File: src/rtl/alu_exec_wb.sv
// rtl/alu_exec_wb.sv - execute + writeback stage feeding results back into the register file
module alu_exec_wb #(
    parameter int WIDTH   = 32,
    parameter int RADDR_W = 5,
    parameter int CNT_W   = 16
) (
    input  logic               CLK,
    input  logic               RESET,
    input  logic               IN_VALID,
    output logic               IN_READY,
    input  logic [WIDTH-1:0]   A,
    input  logic [WIDTH-1:0]   B,
    input  logic [3:0]         ALU_OP,
    input  logic [RADDR_W-1:0] DEST_REG,
    output logic               RegWrite,
    output logic [RADDR_W-1:0] WriteReg,
    output logic [WIDTH-1:0]   WriteData,
    output logic               ZERO,
    output logic               OVERFLOW,
    output logic               ERR_ILLEGAL,
    output logic [CNT_W-1:0]   OP_COUNT
);

    localparam logic [3:0] OP_AND = 4'b0000;
    localparam logic [3:0] OP_OR  = 4'b0001;
    localparam logic [3:0] OP_ADD = 4'b0010;
    localparam logic [3:0] OP_SUB = 4'b0110;
    localparam logic [3:0] OP_SLT = 4'b0111;
    localparam logic [3:0] OP_NOR = 4'b1100;

    typedef enum logic [1:0] {
        S_IDLE = 2'd0,
        S_EXEC = 2'd1,
        S_WB   = 2'd2
    } state_t;

    state_t state;
    state_t state_next;

    // FSM strobes
    logic capture_en;
    logic exec_en;
    logic wb_en;

    // captured operation
    logic [WIDTH-1:0]   a_q;
    logic [WIDTH-1:0]   b_q;
    logic [3:0]         op_q;
    logic [RADDR_W-1:0] dest_q;
    logic               illegal_q;

    // combinational ALU results
    logic [WIDTH-1:0] sum;
    logic [WIDTH-1:0] diff;
    logic             add_ovf;
    logic             sub_ovf;
    logic             slt_bit;
    logic [WIDTH-1:0] alu_result;
    logic             alu_ovf;
    logic             alu_illegal;

    // State register; reset may land in any state and abandons the operation in flight
    always_ff @(posedge CLK or posedge RESET) begin
        if (RESET) begin
            state <= S_IDLE;
        end else begin
            state <= state_next;
        end
    end

    // Next-state: accept in IDLE, then one cycle each for execute and writeback
    always_comb begin
        state_next = state;
        case (state)
            S_IDLE:  if (IN_VALID) state_next = S_EXEC;
            S_EXEC:  state_next = S_WB;
            S_WB:    state_next = S_IDLE;
            default: state_next = S_IDLE;
        endcase
    end

    // FSM outputs: handshake plus one-hot strobes for the datapath
    always_comb begin
        IN_READY   = 1'b0;
        capture_en = 1'b0;
        exec_en    = 1'b0;
        wb_en      = 1'b0;
        case (state)
            S_IDLE: begin
                IN_READY   = 1'b1;
                capture_en = IN_VALID;
            end
            S_EXEC:  exec_en = 1'b1;
            S_WB:    wb_en   = 1'b1;
            default: IN_READY = 1'b0;
        endcase
    end

    // ALU: SLT uses the subtract sign corrected by overflow, so it stays right when A-B wraps
    always_comb begin
        sum         = a_q + b_q;
        diff        = a_q - b_q;
        add_ovf     = (a_q[WIDTH-1] == b_q[WIDTH-1]) && (sum[WIDTH-1] != a_q[WIDTH-1]);
        sub_ovf     = (a_q[WIDTH-1] != b_q[WIDTH-1]) && (diff[WIDTH-1] != a_q[WIDTH-1]);
        slt_bit     = diff[WIDTH-1] ^ sub_ovf;
        alu_result  = '0;
        alu_ovf     = 1'b0;
        alu_illegal = 1'b0;
        case (op_q)
            OP_AND: alu_result = a_q & b_q;
            OP_OR:  alu_result = a_q | b_q;
            OP_ADD: begin
                alu_result = sum;
                alu_ovf    = add_ovf;
            end
            OP_SUB: begin
                alu_result = diff;
                alu_ovf    = sub_ovf;
            end
            OP_SLT: alu_result = {{(WIDTH-1){1'b0}}, slt_bit};
            OP_NOR: alu_result = ~(a_q | b_q);
            default: alu_illegal = 1'b1;
        endcase
    end

    // Operand capture on the accepting edge; cleared by reset
    always_ff @(posedge CLK or posedge RESET) begin
        if (RESET) begin
            a_q    <= '0;
            b_q    <= '0;
            op_q   <= '0;
            dest_q <= '0;
        end else if (capture_en) begin
            a_q    <= A;
            b_q    <= B;
            op_q   <= ALU_OP;
            dest_q <= DEST_REG;
        end
    end

    // Execute: result, address and flags update here and then hold until the next execute
    always_ff @(posedge CLK or posedge RESET) begin
        if (RESET) begin
            WriteData <= '0;
            WriteReg  <= '0;
            ZERO      <= 1'b0;
            OVERFLOW  <= 1'b0;
            illegal_q <= 1'b0;
        end else if (exec_en) begin
            WriteData <= alu_result;
            WriteReg  <= dest_q;
            ZERO      <= (alu_result == '0);
            OVERFLOW  <= alu_ovf;
            illegal_q <= alu_illegal;
        end
    end

    // Writeback: single-cycle strobes and completion count; r0 is never written
    always_ff @(posedge CLK or posedge RESET) begin
        if (RESET) begin
            RegWrite    <= 1'b0;
            ERR_ILLEGAL <= 1'b0;
            OP_COUNT    <= '0;
        end else begin
            RegWrite    <= wb_en && !illegal_q && (dest_q != '0);
            ERR_ILLEGAL <= wb_en && illegal_q;
            if (wb_en) begin
                OP_COUNT <= OP_COUNT + CNT_W'(1);
            end
        end
    end

endmodule

File: config.mk
export PLATFORM = sky130hd
export DESIGN_NAME = alu_exec_wb
export DESIGN_NICKNAME = d
export VERILOG_FILES = /design/src/rtl/alu_exec_wb.sv
export SDC_FILE = /design/constraint.sdc
export NUM_CORES = 1
export LEC_CHECK = 0
export ABC_AREA = 0
export BUFFER_PORTS_ARGS = -buffer_cell sky130_fd_sc_hd__buf_2
export CAP_MARGIN = 20
export CORE_UTILIZATION = 50
export CTS_CLUSTER_SIZE = 8
export DETAILED_ROUTE_END_ITERATION = 10
export PLACE_DENSITY = 0.7
export SYNTH_ARGS = -nofsm -noshare
export SYNTH_HDL_FRONTEND = slang
export SYNTH_SLANG_ARGS = --single-unit
File: constraint.sdc
create_clock -name CLK -period 5.3 [get_ports CLK]
set_clock_uncertainty 0.2 [all_clocks]
set_input_delay 0.265 -clock CLK [delete_from_list [all_inputs] [get_ports CLK]]
set_output_delay 0.265 -clock CLK [all_outputs]
set_load 0.005 [all_outputs]
==> impl_metrics.prom <==
# TYPE chip_impl_metric gauge
chip_impl_metric{name="ys_seq_area_frac",unit=""} 0.316
chip_impl_metric{name="via_per_inst",unit=""} 5.96
chip_impl_metric{name="fin_tns_setup",unit="ns"} 0
chip_impl_metric{name="final.min_clock_period",unit="ns"} 4.86
chip_impl_metric{name="critical_path_peak_fanout",unit=""} 5
chip_impl_info{name="yosys_most_used_dff",value="dfrtp_1"} 1
chip_impl_metric{name="synth.yosys.warnings",unit=""} 0
chip_impl_info{name="timing.hold.worst.class",value="in2async"} 1
chip_impl_metric{name="grt_first_pass_wirelength",unit="um"} 53600
chip_impl_metric{name="first_global_vias",unit=""} 9941
chip_impl_metric{name="timing.final.max_slew_violations",unit=""} 0
chip_impl_metric{name="die_w",unit="um"} 147
chip_impl_metric{name="detail_route.wirelength",unit="um"} 34000
chip_impl_metric{name="critPathArrivalTime",unit="ns"} 5.02
chip_impl_metric{name="layout_cells_sized_above_1",unit=""} 0.162
chip_impl_info{name="delay_heaviest_family_cp",value="compound AO/OA/AOI/OAI gates"} 1
chip_impl_metric{name="place_inst",unit=""} 1658
chip_impl_info{name="grt_setup_unrepaired",value="false"} 1
chip_impl_metric{name="synth_edf_count",unit=""} 0
chip_impl_info{name="yosysTopAreaCell",value="dfrtp_1"} 1
chip_impl_info{name="status",value="completed"} 1
chip_impl_metric{name="power_leakage",unit="nW"} 5.91
chip_impl_metric{name="peakVddDrop",unit="uV"} 229
chip_impl_metric{name="setup-violations-final",unit=""} 0
chip_impl_metric{name="fin_cells",unit=""} 1763
chip_impl_metric{name="p_seq_frac",unit=""} 0.252
chip_impl_metric{name="fmax",unit="MHz"} 206
chip_impl_metric{name="antenna_found_initial",unit=""} 0
chip_impl_info{name="timing.critical_path.cells",value="inv_1 -> ha_1 -> o21ba_2 -> o41a_1 -> a21oi_2 -> o211ai_1 -> nand3_2 -> a41oi_1 -> o21bai_1 -> a21oi_1 -> fa_1 -> a31oi_1 -> nor3_1 -> a21oi_1 -> nand2_1 -> nor4_2 -> nand2_1 -> or4_1 -> nor4_1 -> a32o_2"} 1
chip_impl_metric{name="max-cap-violations",unit=""} 0
chip_impl_info{name="count_leader_synth",value="nand2_1"} 1
chip_impl_info{name="crit_path_start",value="a_q[1]"} 1
chip_impl_metric{name="place.gp.congestion",unit=""} 0.951
chip_impl_metric{name="core_area",unit="um2"} 20400
chip_impl_metric{name="finalHoldViolCount",unit=""} 0
chip_impl_metric{name="count_of_mapped_cells_out_of_synthesis",unit=""} 1302
chip_impl_metric{name="chipHeight",unit="um"} 147
chip_impl_metric{name="pwr-share-clk",unit=""} 0.201
chip_impl_info{name="cts_tree",value="yes"} 1
chip_impl_metric{name="number_of_i_o_port_buffers",unit=""} 133
chip_impl_metric{name="power_frac_comb",unit=""} 0.547
chip_impl_info{name="crit_path_top_delay_cell",value="or4_1"} 1
chip_impl_metric{name="netlist_area",unit="um2"} 10500
chip_impl_metric{name="fp.dieArea",unit="um2"} 21700
chip_impl_metric{name="critical_path_required_time",unit="ns"} 5.46
chip_impl_metric{name="path_buf_inv",unit=""} 1
chip_impl_metric{name="finalCritPeriodShare",unit=""} 0.917
chip_impl_metric{name="cts_htree_levels",unit=""} 4
chip_impl_metric{name="ys_seq_elements",unit=""} 133
chip_impl_metric{name="maximum_clock_insertion_buffer_count",unit=""} 2
chip_impl_metric{name="cpPeakStageDelay",unit="ns"} 0.52
chip_impl_metric{name="syn_nets",unit=""} 1484
chip_impl_metric{name="grt_remaining_overflow",unit=""} 0
chip_impl_metric{name="num_antenna_cells",unit=""} 0
chip_impl_metric{name="num-nets-final",unit=""} 1663
chip_impl_metric{name="cts_inserted_buffers",unit=""} 17
chip_impl_metric{name="cp.depth",unit=""} 20
chip_impl_info{name="synth.top_cells.by_count",value="nand2_1, dfrtp_1, o21ai_0"} 1
chip_impl_metric{name="power_report.internal_total",unit="W"} 0.00322
chip_impl_metric{name="cts_sinks",unit=""} 133
chip_impl_metric{name="rows",unit=""} 52
chip_impl_metric{name="r2r.worst_path.cells",unit=""} 20
chip_impl_info{name="endpoint",value="ZERO"} 1
chip_impl_metric{name="synthesis.area_per_instance",unit="um2"} 8.10
chip_impl_metric{name="detail_route.first_pass.iterations",unit=""} 5
chip_impl_info{name="timing.critical_path.from_type",value="register"} 1
chip_impl_metric{name="initial_utilization",unit=""} 0.516
chip_impl_info{name="endpoint_of_the_lowest_slack_register_to_register_path",value="ZERO"} 1
chip_impl_metric{name="reg2reg_slack",unit="ns"} 0.44
chip_impl_info{name="worst_setup_path_end_kind",value="register"} 1
chip_impl_metric{name="route.antenna.remaining_nets",unit=""} 0
chip_impl_metric{name="via_count",unit=""} 10500
chip_impl_metric{name="relSlewSlack",unit=""} 0.281
chip_impl_metric{name="synth_cell_type_count",unit=""} 88
chip_impl_metric{name="grt.total_usage",unit=""} 0.316
chip_impl_metric{name="detailedRoute.firstIterationViolations",unit=""} 898
chip_impl_info{name="timing.setup.critical_path_class",value="reg2reg"} 1
chip_impl_metric{name="largest_net_degree_at_the_start_of_global_routing",unit=""} 76
chip_impl_metric{name="drc",unit=""} 0
chip_impl_metric{name="clkTransAtPathRegs",unit="ns"} 0.07
chip_impl_info{name="synth.top_cells.by_area",value="dfrtp_1, ha_1, nand2_1, o21ai_0, nor2_1"} 1
chip_impl_metric{name="ys_async_sr_fraction",unit=""} 1.00
chip_impl_metric{name="syn_to_final_growth",unit="%"} 20.6
chip_impl_metric{name="clock_insertion_delay_at_the_later_pin_of_the_skew_report",unit="ns"} 0.44
chip_impl_metric{name="synth.top_cell.area_share",unit=""} 0.316
chip_impl_metric{name="post-dp-hpwl",unit="um"} 24900
chip_impl_metric{name="detail_route.wl_per_cell",unit="um"} 19.3
chip_impl_metric{name="design.portCount",unit=""} 134
chip_impl_metric{name="power.net_switching",unit="W"} 0.00285
chip_impl_metric{name="p_sw_frac",unit=""} 0.470
chip_impl_info{name="root_buffer",value="clkbuf_16"} 1
chip_impl_metric{name="worst_pin_slew",unit="ns"} 1.07
chip_impl_metric{name="power_density",unit="nW/um2"} 477
chip_impl_info{name="regToRegStartpoint",value="a_q[1]"} 1
## metal layers
metal / global-route usage / vias to the layer above / wire length (um)
met5: 0 / - / 0
li1: - / 4970 / -
met3: 0.0506 / 65 / 2150
met4: 0.0933 / 0 / 726
met1: 0.432 / 5039 / 15600
met2: 0.512 / 429 / 15600
## layout by cell type (no fill, tap or decap), types with 6 or more instances in the layout
cell / Yosys / layout
a31oi_1: 14 / 14
a21oi_1: 69 / 69
clkbuf_16: 0 / 17
nand2_1: 200 / 200
o21a_1: 7 / 7
xnor2_1: 21 / 21
a221o_1: 14 / 14
o31ai_1: 16 / 16
a22oi_1: 10 / 10
ha_1: 103 / 103
buf_4: 1 / 27
a211oi_1: 18 / 18
a21o_1: 10 / 10
o21ai_0: 129 / 129
a221oi_1: 14 / 14
nand3_1: 33 / 32
buf_2: 11 / 133
mux2_2: 11 / 11
o2111ai_1: 7 / 7
dfrtp_1: 133 / 133
o21bai_1: 8 / 8
nor2_1: 103 / 102
or3_1: 9 / 9
and2_1: 7 / 6
nor4_1: 10 / 7
nand4_1: 17 / 17
o211ai_1: 14 / 14
nor3_1: 26 / 26
dlygate4sd3_1: 0 / 74
nor2b_1: 10 / 10
inv_1: 101 / 100
## through the flow
| step | area (um2) | worst slack [ns] | hold slack (ns) | total power [W] | util |
|---|---|---|---|---|---|
| 2_1_floorplan | 10500 | 0.964 | 0.182 | 0.00373 | - |
| 3_3_place_gp | 11400 | 0.498 | 0.0420 | 0.00468 | 0.556 |
| 3_5_place_dp | 11400 | 0.403 | 0.0411 | 0.00471 | 0.556 |
| 4_1_cts | 12700 | 0.338 | 0.118 | 0.00600 | 0.621 |
| 5_1_grt | 12700 | 0.0431 | 0.160 | 0.00645 | 0.622 |
| 6_report | 12700 | 0.443 | 0.128 | 0.00607 | 0.622 |
## power by group through the flow
stage / Sequential [W] / Combinational [W] / Clock, W
finish: 0.00153 / 0.00332 / 0.00122
global route: 0.00157 / 0.00362 / 0.00127
CTS: 0.00152 / 0.00324 / 0.00124
detailed placement: 0.00154 / 0.00317 / 0
global placement: 0.00152 / 0.00316 / 0
floorplan: 0.00150 / 0.00223 / 0
## flip-flops by register name (all words and copies together), names as in the netlist
register,count
illegal_q,1
RegWrite,1
OVERFLOW,1
OP_COUNT,16
b_q,32
a_q,32
WriteData,32
dest_q,5
ERR_ILLEGAL,1
state,2
ZERO,1
op_q,4
WriteReg,5
## worst min-delay path by stage
stage	to	slack, ns	cells after the start
final	OP_COUNT[5]	0.13	3
after global routing	OP_COUNT[5]	0.16	3
after detailed placement	OP_COUNT[15]	0.04	2
after CTS	OP_COUNT[5]	0.12	3
after floorplan	a_q[0]	0.18	2
after global placement	OP_COUNT[15]	0.04	2
## cells by family after synthesis
family / Yosys count / synth area share
simple gates: 446 / 0.191
compound gates: 401 / 0.256
buf+inv: 176 / 0.0737
flops: 133 / 0.316
fa+ha+maj: 106 / 0.128
xor+xnor: 26 / 0.0216
mux: 14 / 0.0146
## final cells by class
cell class | count | area (um2)
Sequential cell | 133 | 3330
Tap cell | 270 | 338
Timing Repair Buffer | 234 | 1610
Inverter | 102 | 385
Multi-Input combinational cell | 993 | 6470
Fill cell | 1848 | 7710
Clock buffer | 18 | 439
Clock inverter | 13 | 149
## worst min-delay path, stage by stage
cell and delay, ns:
dlygate4sd3_1 0.53, buf_2 0.13, inv_4 0.23
## what timing repair did
| action | in CTS | in global routing |
|---|---|---|
| hold buffers | 74 | 0 |
| endpoints found under the hold margin | 93 | 0 |
| gates resized for setup | 0 | 4 |
| endpoints found under the setup margin | 0 | 1 |
| setup buffers | 0 | 0 |
Note: power is estimated with default switching activity, not from simulation.
